<file path="config.mk">
export PLATFORM = sky130hd
export DESIGN_NAME = keyboard_flat
export DESIGN_NICKNAME = d
export VERILOG_FILES = /design/src/rtl/keyboard_if.sv /design/src/rtl/keyboard.sv /design/src/flat_wrapper.sv
export SDC_FILE = /design/constraint.sdc
export NUM_CORES = 1
export LEC_CHECK = 0
export CORE_ASPECT_RATIO = 1.4
export CORE_MARGIN = 5
export CORE_UTILIZATION = 35
export DETAILED_ROUTE_END_ITERATION = 10
export GPL_TIMING_DRIVEN = 0
export PLACE_DENSITY = 0.54
export SLEW_MARGIN = 20
export SYNTH_ARGS = -nofsm -noshare
export SYNTH_HDL_FRONTEND = slang
export SYNTH_SLANG_ARGS = --single-unit
</file>
<file path="constraint.sdc">
create_clock -name clock -period 3.43 [get_ports clock]
set_input_delay 0.343 -clock clock [delete_from_list [all_inputs] [get_ports clock]]
set_output_delay 0.343 -clock clock [all_outputs]
set_load 0.01 [all_outputs]
</file>
<file path="src/rtl/keyboard_if.sv">
// Pin-level bundle between the TS2068 core and the PS/2 keyboard front end:
// PS/2 pins, CPU half-row select and the decoded key columns and function levels.
interface keyboard_if;
   logic       ps2Ck;
   logic       ps2Dt;
   logic [7:0] row;
   logic [4:0] col;
   logic       nmi;
   logic       boot;

   modport master (output ps2Ck, ps2Dt, row, input col, nmi, boot);
   modport slave  (input ps2Ck, ps2Dt, row, output col, nmi, boot);
endinterface

</file>
<file path="src/rtl/keyboard.sv">
// PS/2 scan-code set 2 receiver and decoder feeding a 40-key Spectrum matrix,
// with port-FE column readback and F5/F11 levels for NMI and reset request.
module keyboard #(
   parameter int TOUT = 56000
) (
   input logic       clock,
   input logic       reset,
   keyboard_if.slave kbd
);
   localparam int IW = $clog2(TOUT + 1);

   logic [2:0]    ckS_q;
   logic [1:0]    dtS_q;
   logic [9:0]    frame_q, frame_d;
   logic [3:0]    bitCnt_q, bitCnt_d;
   logic [IW-1:0] idle_q, idle_d;
   logic          byteStb_q, byteStb_d;
   logic [7:0]    byte_q, byte_d;
   logic          brk_q, brk_d, ext_q, ext_d;
   logic [39:0]   direct_q, direct_d;
   logic [7:0]    spec_q, spec_d;
   logic          fall, frameOk;
   logic [10:0]   frameNext;
   logic [6:0]    dirHit;
   logic [3:0]    spcHit;
   logic [39:0]   keys;
   logic [4:0]    acc;

   // ckS_q[2] is the previous synchronised clock level used for edge detection
   assign fall      = ckS_q[2] & ~ckS_q[1];
   assign frameNext = {dtS_q[1], frame_q};
   assign frameOk   = ~frameNext[0] & frameNext[10] & (^frameNext[9:1]);

   always_comb begin
      frame_d   = frame_q;
      bitCnt_d  = bitCnt_q;
      idle_d    = idle_q;
      byteStb_d = 1'b0;
      byte_d    = byte_q;
      if (fall) begin
         idle_d  = '0;
         frame_d = frameNext[10:1];
         if (bitCnt_q == 4'd10) begin
            bitCnt_d = 4'd0;
            if (frameOk) begin
               byteStb_d = 1'b1;
               byte_d    = frameNext[8:1];
            end
         end else begin
            bitCnt_d = bitCnt_q + 4'd1;
         end
      end else begin
         if (idle_q != IW'(TOUT)) idle_d = idle_q + IW'(1);
         if (bitCnt_q != 4'd0 && idle_q == IW'(TOUT)) bitCnt_d = 4'd0;
      end
   end

   always_ff @(posedge clock or negedge reset) begin
      if (!reset) begin
         ckS_q     <= '1;
         dtS_q     <= '1;
         frame_q   <= '0;
         bitCnt_q  <= '0;
         idle_q    <= '0;
         byteStb_q <= 1'b0;
         byte_q    <= '0;
      end else begin
         ckS_q     <= {ckS_q[1:0], kbd.ps2Ck};
         dtS_q     <= {dtS_q[0], kbd.ps2Dt};
         frame_q   <= frame_d;
         bitCnt_q  <= bitCnt_d;
         idle_q    <= idle_d;
         byteStb_q <= byteStb_d;
         byte_q    <= byte_d;
      end
   end

   // Returns {hit, matrix index r*5+c} for keys that land on a single matrix position
   function automatic logic [6:0] directLookup(input logic [7:0] c);
      logic [6:0] r;
      r = '0;
      case (c)
         8'h12: r = {1'b1, 6'd0};   8'h1A: r = {1'b1, 6'd1};
         8'h22: r = {1'b1, 6'd2};   8'h21: r = {1'b1, 6'd3};
         8'h2A: r = {1'b1, 6'd4};   8'h1C: r = {1'b1, 6'd5};
         8'h1B: r = {1'b1, 6'd6};   8'h23: r = {1'b1, 6'd7};
         8'h2B: r = {1'b1, 6'd8};   8'h34: r = {1'b1, 6'd9};
         8'h15: r = {1'b1, 6'd10};  8'h1D: r = {1'b1, 6'd11};
         8'h24: r = {1'b1, 6'd12};  8'h2D: r = {1'b1, 6'd13};
         8'h2C: r = {1'b1, 6'd14};  8'h16: r = {1'b1, 6'd15};
         8'h1E: r = {1'b1, 6'd16};  8'h26: r = {1'b1, 6'd17};
         8'h25: r = {1'b1, 6'd18};  8'h2E: r = {1'b1, 6'd19};
         8'h45: r = {1'b1, 6'd20};  8'h46: r = {1'b1, 6'd21};
         8'h3E: r = {1'b1, 6'd22};  8'h3D: r = {1'b1, 6'd23};
         8'h36: r = {1'b1, 6'd24};  8'h4D: r = {1'b1, 6'd25};
         8'h44: r = {1'b1, 6'd26};  8'h43: r = {1'b1, 6'd27};
         8'h3C: r = {1'b1, 6'd28};  8'h35: r = {1'b1, 6'd29};
         8'h5A: r = {1'b1, 6'd30};  8'h4B: r = {1'b1, 6'd31};
         8'h42: r = {1'b1, 6'd32};  8'h3B: r = {1'b1, 6'd33};
         8'h33: r = {1'b1, 6'd34};  8'h29: r = {1'b1, 6'd35};
         8'h59: r = {1'b1, 6'd36};  8'h3A: r = {1'b1, 6'd37};
         8'h31: r = {1'b1, 6'd38};  8'h32: r = {1'b1, 6'd39};
         default: r = '0;
      endcase
      return r;
   endfunction

   function automatic logic [3:0] specialLookup(input logic [8:0] c);
      logic [3:0] r;
      r = '0;
      case (c)
         9'h014: r = 4'h8;  9'h066: r = 4'h9;
         9'h16B: r = 4'hA;  9'h172: r = 4'hB;
         9'h175: r = 4'hC;  9'h174: r = 4'hD;
         9'h003: r = 4'hE;  9'h078: r = 4'hF;
         default: r = '0;
      endcase
      return r;
   endfunction

   assign dirHit = directLookup(byte_q);
   assign spcHit = specialLookup({ext_q, byte_q});

   always_comb begin
      brk_d    = brk_q;
      ext_d    = ext_q;
      direct_d = direct_q;
      spec_d   = spec_q;
      if (byteStb_q) begin
         if (byte_q == 8'hF0) begin
            brk_d = 1'b1;
         end else if (byte_q == 8'hE0) begin
            ext_d = 1'b1;
         end else begin
            brk_d = 1'b0;
            ext_d = 1'b0;
            if (!ext_q && dirHit[6]) direct_d[dirHit[5:0]] = ~brk_q;
            if (spcHit[3]) spec_d[spcHit[2:0]] = ~brk_q;
         end
      end
   end

   always_ff @(posedge clock or negedge reset) begin
      if (!reset) begin
         brk_q    <= 1'b0;
         ext_q    <= 1'b0;
         direct_q <= '0;
         spec_q   <= '0;
      end else begin
         brk_q    <= brk_d;
         ext_q    <= ext_d;
         direct_q <= direct_d;
         spec_q   <= spec_d;
      end
   end

   // Composite host keys (Ctrl, Backspace, arrows) are OR-ed onto their matrix keys
   always_comb begin
      keys     = direct_q;
      keys[0]  = direct_q[0] | (|spec_q[5:1]);
      keys[20] = direct_q[20] | spec_q[1];
      keys[19] = direct_q[19] | spec_q[2];
      keys[24] = direct_q[24] | spec_q[3];
      keys[23] = direct_q[23] | spec_q[4];
      keys[22] = direct_q[22] | spec_q[5];
      keys[36] = direct_q[36] | spec_q[0];
   end

   always_comb begin
      acc = '0;
      for (int r = 0; r < 8; r++) begin
         if (!kbd.row[r]) acc = acc | keys[r*5 +: 5];
      end
      kbd.col = ~acc;
   end

   assign kbd.nmi  = spec_q[6];
   assign kbd.boot = spec_q[7];
endmodule
</file>
<file path="src/flat_wrapper.sv">
// flat-port wrapper written by rule: the top's interface ports become plain ports
module keyboard_flat 
#(
   parameter int TOUT = 56000
)
  (clock, reset, kbd_ps2Ck, kbd_ps2Dt, kbd_row, kbd_col, kbd_nmi, kbd_boot);
  keyboard_if kbd_i ();
  input logic clock;
  input logic reset;
  input wire logic [$bits(kbd_i.ps2Ck)-1:0] kbd_ps2Ck;
  input wire logic [$bits(kbd_i.ps2Dt)-1:0] kbd_ps2Dt;
  input wire logic [$bits(kbd_i.row)-1:0] kbd_row;
  output wire logic [$bits(kbd_i.col)-1:0] kbd_col;
  output wire logic [$bits(kbd_i.nmi)-1:0] kbd_nmi;
  output wire logic [$bits(kbd_i.boot)-1:0] kbd_boot;
  assign kbd_i.ps2Ck = kbd_ps2Ck;
  assign kbd_i.ps2Dt = kbd_ps2Dt;
  assign kbd_i.row = kbd_row;
  assign kbd_col = kbd_i.col;
  assign kbd_nmi = kbd_i.nmi;
  assign kbd_boot = kbd_i.boot;
  keyboard #(.TOUT(TOUT)) u_core (.clock(clock), .reset(reset), .kbd(kbd_i));
endmodule
</file>
# Word-level counts from Yosys, hierarchy flattened
# Memories as Yosys holds them, arrays and structs flattened.
# Cells that the tools add are included.
# totals
output_inout_bits,7
word_cells,97
ff_bits,94
inputBits,12
romBits,896
memories,1
# classes
magnitude_cmp,4
n_reduce_logical,15
eq_ne,14
muxes,27
bitwise,23
addsub,2
# mem_list
memory,words,width,read_ports,rd_clocked_by_memory_dff,write_ports,line_no,text
(name not given),128,7,1,0,0,keyboard.sv:82,case (c)
# op_table
op,n
40-bit bitwise mux,1
5-bit two-way mux,8
"9-bit equality test, second input constant",4
5-bit OR,7
16-bit two-way mux,2
4-bit one-hot mux with 8 select lines,1
"9-bit by 7-bit equality test with 1-bit output, second input constant",2
"16-bit by 1-bit adder with 16-bit output, second input constant",1
"16-bit equality test, second input constant",1
"8-bit equality test, second input constant",2
"16-bit != test, second input constant",1
4-bit two-way mux,3
"9-bit by 2-bit equality test with 1-bit output, second input constant",1
"9-bit by 5-bit equality test with 1-bit output, second input constant",1
9-bit XOR reduction,1
8-bit bitwise mux,1
1-bit two-way mux,8
4-bit AND reduction,2
"6-bit by 7-bit less-than comparator with 1-bit output, second input constant",1
7-bit two-way mux,1
1-bit OR,7
1-bit demux with 6-bit select,1
"6-bit by 1-bit >= comparator with 1-bit output, second input constant",1
1-bit inverter,5
other kinds (15),22

# Longest topological paths before layout
# logic_depth
ltp_word,18
depth_mapped,11
mapped_depth_nobuf,9

# Worst setup path after synthesis
# No wires, ideal clock.
# synth_timing
path_type,flip-flop to flip-flop
from,register u_core.byte_q[1]
to,register u_core.direct_q[9]
path_buffers,0
path_stages_with_launch,10
slack_ns,0.832
setup_ns,0.080
t_required_ns,3.350
arrival_ns,2.518
path_cell_list,dfrtp_1 -> inv_1 -> ha_1 -> inv_1 -> o21ai_1 -> a31oi_1 -> o41ai_4 -> nor3b_4 -> nor2b_1 -> mux2i_1
# synth_via
elab_chain_cells,7
elab_cells_between_ends,14
cone_classes,order compare (2); eq/ne (2); mux (4); bitwise (2); reduce/logical (3); memory (1)
# synth_lines
item,line_no,text
from (decl),keyboard.sv:18,"logic [7:0] byte_q, byte_d;"
from (signal assigned),keyboard.sv:74,byte_q <= byte_d;
memory read 128 x 7 bit,-,
7-bit two-way mux,keyboard.sv:82,
6-bit by 7-bit less-than comparator with 1-bit output (not written as such) / 6-bit by 1-bit >= comparator with 1-bit output (equally long branches),keyboard.sv:137,if (!ext_q && dirHit[6]) direct_d[dirHit[5:0]] = ~brk_q;
1-bit logical AND (not written as such),keyboard.sv:137,
1-bit two-way mux (not written as such),keyboard.sv:137,
1-bit demux with 6-bit select,-,
40-bit bitwise mux,keyboard.sv:137,
to (signal assigned),keyboard.sv:152,direct_q <= direct_d;
to (decl),keyboard.sv:20,"logic [39:0] direct_q, direct_d;"
# Several ways; a longest one is shown, not always the timed one.
# A chain may end at the register's enable or synchronous reset.

# Final worst setup path
# layout_timing
from,register u_core.byte_q[1]
to,register u_core.direct_q[1]
# The elaborated chain is that of the path after synthesis.

==> flow_summary.rst <==
.. list-table::
   :header-rows: 1

   * - Metric
     - Value
   * - Average size of a mapped cell
     - 9.33 um2
   * - Root Driver
     - sky130_fd_sc_hd__clkbuf_16
   * - Worst setup path end
     - u_core.direct_q[1]
   * - Detail Route met3 WL
     - 605 um
   * - HPWL after detailed placement
     - 11,000 um
   * - Met2 routed WL
     - 7570 um
   * - Path type of the worst min-delay path
     - flip-flop to flip-flop
   * - Gp weighted congestion
     - just over 0.9
   * - TritonCTS Buffers
     - 9
   * - Clk pin slew, worst setup/hold paths
     - ~0.070 ns
   * - Slew at the pin closest to its max-slew limit
     - 0.751 ns
   * - Combined area of all synthesized cells
     - 5530 um2
   * - Maximum vdd ir drop
     - 0.000486 V
   * - Hold Violations, Final
     - 0
   * - Sw power
     - 0.735 mW
   * - Share of the clock period used by the worst path
     - 0.943
   * - Worst-skew pair later-pin latency
     - 0.35 ns
   * - Outcome
     - complete, no violations
   * - CP Max Fanout
     - 11
   * - Setup Viol. Count Final
     - 0
   * - Residual DRC count
     - 0
   * - Maximum cell stage delay along the critical path
     - 0.68 ns
   * - Synth Register Bits
     - 94
   * - Number of iterations in the first detailed-routing pass
     - 4
   * - Number of buffers inserted by port buffering
     - 18
   * - Top flip-flop cell by instance count after synthesis
     - sky130_fd_sc_hd__dfrtp_1
   * - Number of antenna violations at the first check in global routing
     - 0
   * - Via count of the first global-routing pass
     - 4,564
   * - Antenna violation net count after detailed routing
     - 0
   * - Count of max-cap constraint violations
     - 0
   * - Max clock buf depth
     - 2
   * - Setup crit start
     - u_core.byte_q[1]
   * - Number of warnings printed during yosys synthesis
     - 0
   * - Overall fraction of global-route tracks in use
     - 0.167
   * - Required @ worst endpoint
     - approximately 3.7 ns
   * - Die Outline Area
     - 18,500 um2
   * - Sink Count
     - 94
   * - Sequential fraction of the synthesis area
     - 0.426
   * - Post-route total power
     - 2.63 mW
   * - Most used cells in the layout excluding fill and tap cells
     - 89 x sky130_fd_sc_hd__dfrtp_1, 46 x sky130_fd_sc_hd__nor2_1, 39 x sky130_fd_sc_hd__inv_1
   * - PD cells
     - ~420 nW/um2
   * - Number of enable-type register cells in the synthesized netlist
     - 0
   * - Hold Crit Depth
     - 0
   * - Kind of start point of the critical path
     - flip-flop
   * - Endpoint of the worst-slack reg-to-reg timing path
     - u_core.direct_q[1]
   * - Highest Signal Layer
     - met4
   * - Num rows
     - 54
   * - Number of DRC markers after the initial detailed-route iteration
     - ~350
   * - Area share of the largest cell type after synthesis
     - 0.403
   * - TritonCTS clock tree
     - yes
   * - Cell taking the most area after synthesis
     - sky130_fd_sc_hd__dfrtp_1
   * - Die Wd
     - 116 um
   * - Proportion of power drawn by flip-flops and latches
     - 0.491
   * - Worst r2r src
     - u_core.byte_q[1]
   * - Worst-path cell with the longest stage delay
     - sky130_fd_sc_hd__nor3_2
   * - Relative slew slack
     - 0.496
   * - Routed wire length
     - 15,200 um
   * - Number of nets in the layout
     - 648
   * - FFs w/ async S/R, synth
     - 1.00
   * - Commonest non-fill, non-tap cell in the layout
     - sky130_fd_sc_hd__dfrtp_1
   * - Maximum number of pins on one net before global-route repair
     - 79
   * - Gate count after technology mapping
     - between 500 and 600
   * - Part of the power in combinational logic
     - 0.158
   * - Ant. Diodes
     - 0
   * - Mapped Nets
     - approximately 600
   * - Crit-path cells
     - inv_1, ha_1, buf_2, a21boi_2, a21oi_1, o21ai_0, o31ai_2, nor3_2, nor2b_1, mux2i_1
   * - Signed area change from the synthesized netlist to the final layout
     - 13.6%
   * - Fmax
     - 309 MHz
   * - Clock network fraction of design power
     - 0.352
   * - Effective utilization at floorplan
     - 0.356
   * - I/O Pins
     - 19
   * - Max-slew violation total from the final report
     - 0
   * - Critical Setup Path Class
     - flip-flop to flip-flop
   * - Min Tclk post-route
     - 3.23 ns
   * - Unique cell type count in the Yosys netlist
     - 68
   * - Wire length of the first global-routing pass
     - 24,400 um
   * - Filler Cell Count
     - 1,588
   * - Total via count after detailed routing
     - 4,699
   * - Share of final-layout standard cells stronger than drive strength 1
     - 0.129
   * - # resized after CTS
     - 0
   * - Worst Reg-to-Reg Cells
     - 10
   * - Routed length per instance
     - 18.4 um
   * - Die height
     - 159 um
   * - Internal Dissipation
     - 1.90 mW
   * - Switching power share of the total
     - 0.279
   * - Utilization of the core after routing
     - 0.404
   * - Post-detailed-route via-to-cell ratio
     - between 5 and 6
   * - Post-route clock skew
     - between 0.007 and 0.008 ns
   * - Unrepaired setup endpoints after global routing
     - no
   * - Metal1 wirelength
     - 6370 um
   * - Kind of capture point of the worst setup path
     - flip-flop
   * - Top area cells in the synthesized netlist
     - sky130_fd_sc_hd__dfrtp_1 40%, sky130_fd_sc_hd__mux2i_1 4.0%, sky130_fd_sc_hd__a21oi_1 3.3%, sky130_fd_sc_hd__nor2_1 3.1%, sky130_fd_sc_hd__a31oi_1 2.9%
   * - Setup slack of the most critical reg-to-reg path
     - about 0.20 ns
   * - Remaining global-route overflow
     - 0
   * - WP data arrival
     - 3.50 ns
   * - Leakage power
     - ~2.7 nW
   * - Core area
     - 15,500 um2
   * - Total number of H-tree levels
     - 3
[Yosys cell counts, drive strengths merged (6+ instances only)]
library cell / instances
nor3: 13
o21ai: 35
o22ai: 10
nand2: 33
and3: 10
nor2: 48
dfrtp: 89
ha: 11
clkbuf: 13
o31ai: 9
mux2i: 22
nor2b: 10
xor2: 9
mux2: 13
and2: 7
a21oi: 37
nand2b: 8
a31oi: 27
nand3: 30
inv: 41
or3: 6
buf: 25
xnor2: 8
nand4: 11
[through the flow]
step	hold WS (ns)	cell area [um2]	TNS (ns)	std cells	worst slack, ns
floorplan	0.0474	5530	0	593	0.832
global placement	0.346	5960	-137.21	807	-1.53
detailed placement	0.189	5980	0	808	0.128
CTS	0.358	6260	0	825	0.110
global route	0.361	6280	0	826	0.0146
finish	0.357	6280	0	826	0.196
[worst max-delay path, delay by kind of cell, from the launching register on]
family | cells | cell delay [ns]
AND/OR/NAND/NOR | 2 | 0.92
AO/OA/AOI/OAI | 4 | 0.92
flip-flops | 1 | 0.54
buffers and inverters | 2 | 0.38
adder cells (fa/ha/maj) | 1 | 0.21
multiplexers | 1 | 0.19
[sequential cells by signal, indices dropped and copies added, names as in the netlist]
name,cells
u_core.byteStb_q,1
u_core.spec_q,8
u_core.ckS_q,3
u_core.ext_q,1
u_core.idle_q,16
u_core.frame_q,10
u_core.dtS_q,2
u_core.bitCnt_q,4
u_core.direct_q,40
u_core.byte_q,8
u_core.brk_q,1
[layer usage]
layer  global-route usage  vias to the layer above
li1                     -                     2215
met5                    0                        -
met2                0.272                      132
met1                0.209                     2312
met4               0.0871                        0
met3               0.0278                       40
[power groups by stage]
| stage | registers [mW] | clock network [mW] | logic (mW) |
|---|---|---|---|
| after floorplan | 1.29 | 0 | 0.312 |
| after global placement | 1.31 | 0 | 0.405 |
| after detailed placement | 1.31 | 0 | 0.414 |
| after CTS | 1.29 | 0.956 | 0.418 |
| after global routing | 1.31 | 1.00 | 0.459 |
| final | 1.29 | 0.926 | 0.415 |
[layout make-up]
class | instances | area (um2) | area share
inverters | 41 | 154 | 0.0245
repair buffers | 21 | 239 | 0.0380
clock inverters | 4 | 31.3 | 0.00498
clock buffers | 12 | 236 | 0.0376
multi-input cells | 420 | 2810 | 0.447
plain buffers | 38 | 213 | 0.0339
flip-flops and latches | 94 | 2360 | 0.375
well taps | 196 | 245 | 0.0390
[logic make-up (layout without fill, tap and decap cells)]
kind of cell / count (synthesis) / after routing / synth area share
flip-flops: 94 / 94 / 0.426
adder cells (fa/ha/maj): 11 / 11 / 0.0249
buffers and inverters: 79 / 116 / 0.0663
AND/OR/NAND/NOR: 196 / 196 / 0.186
AO/OA/AOI/OAI: 158 / 158 / 0.191
multiplexers: 38 / 38 / 0.0785
XOR/XNOR: 17 / 17 / 0.0269
[what timing repair did]
action / in CTS / in global routing
hold buffers: 1 / 0
buffers inserted: 0 / 1
hold endpoints to repair: 16 / 0
endpoints found under the setup margin: 0 / 8
[worst min-delay path by stage]
stage | slack [ns] | from | end
floorplan | 0.05 | reset | u_core.bitCnt_q[0]
global route | 0.36 | u_core.dtS_q[0] | u_core.dtS_q[1]
finish | 0.36 | u_core.dtS_q[0] | u_core.dtS_q[1]
CTS | 0.36 | u_core.dtS_q[0] | u_core.dtS_q[1]
detailed placement | 0.19 | reset | u_core.direct_q[34]
global placement | 0.35 | u_core.dtS_q[0] | u_core.dtS_q[1]
No activity file was read; power rests on OpenSTA's default activity.
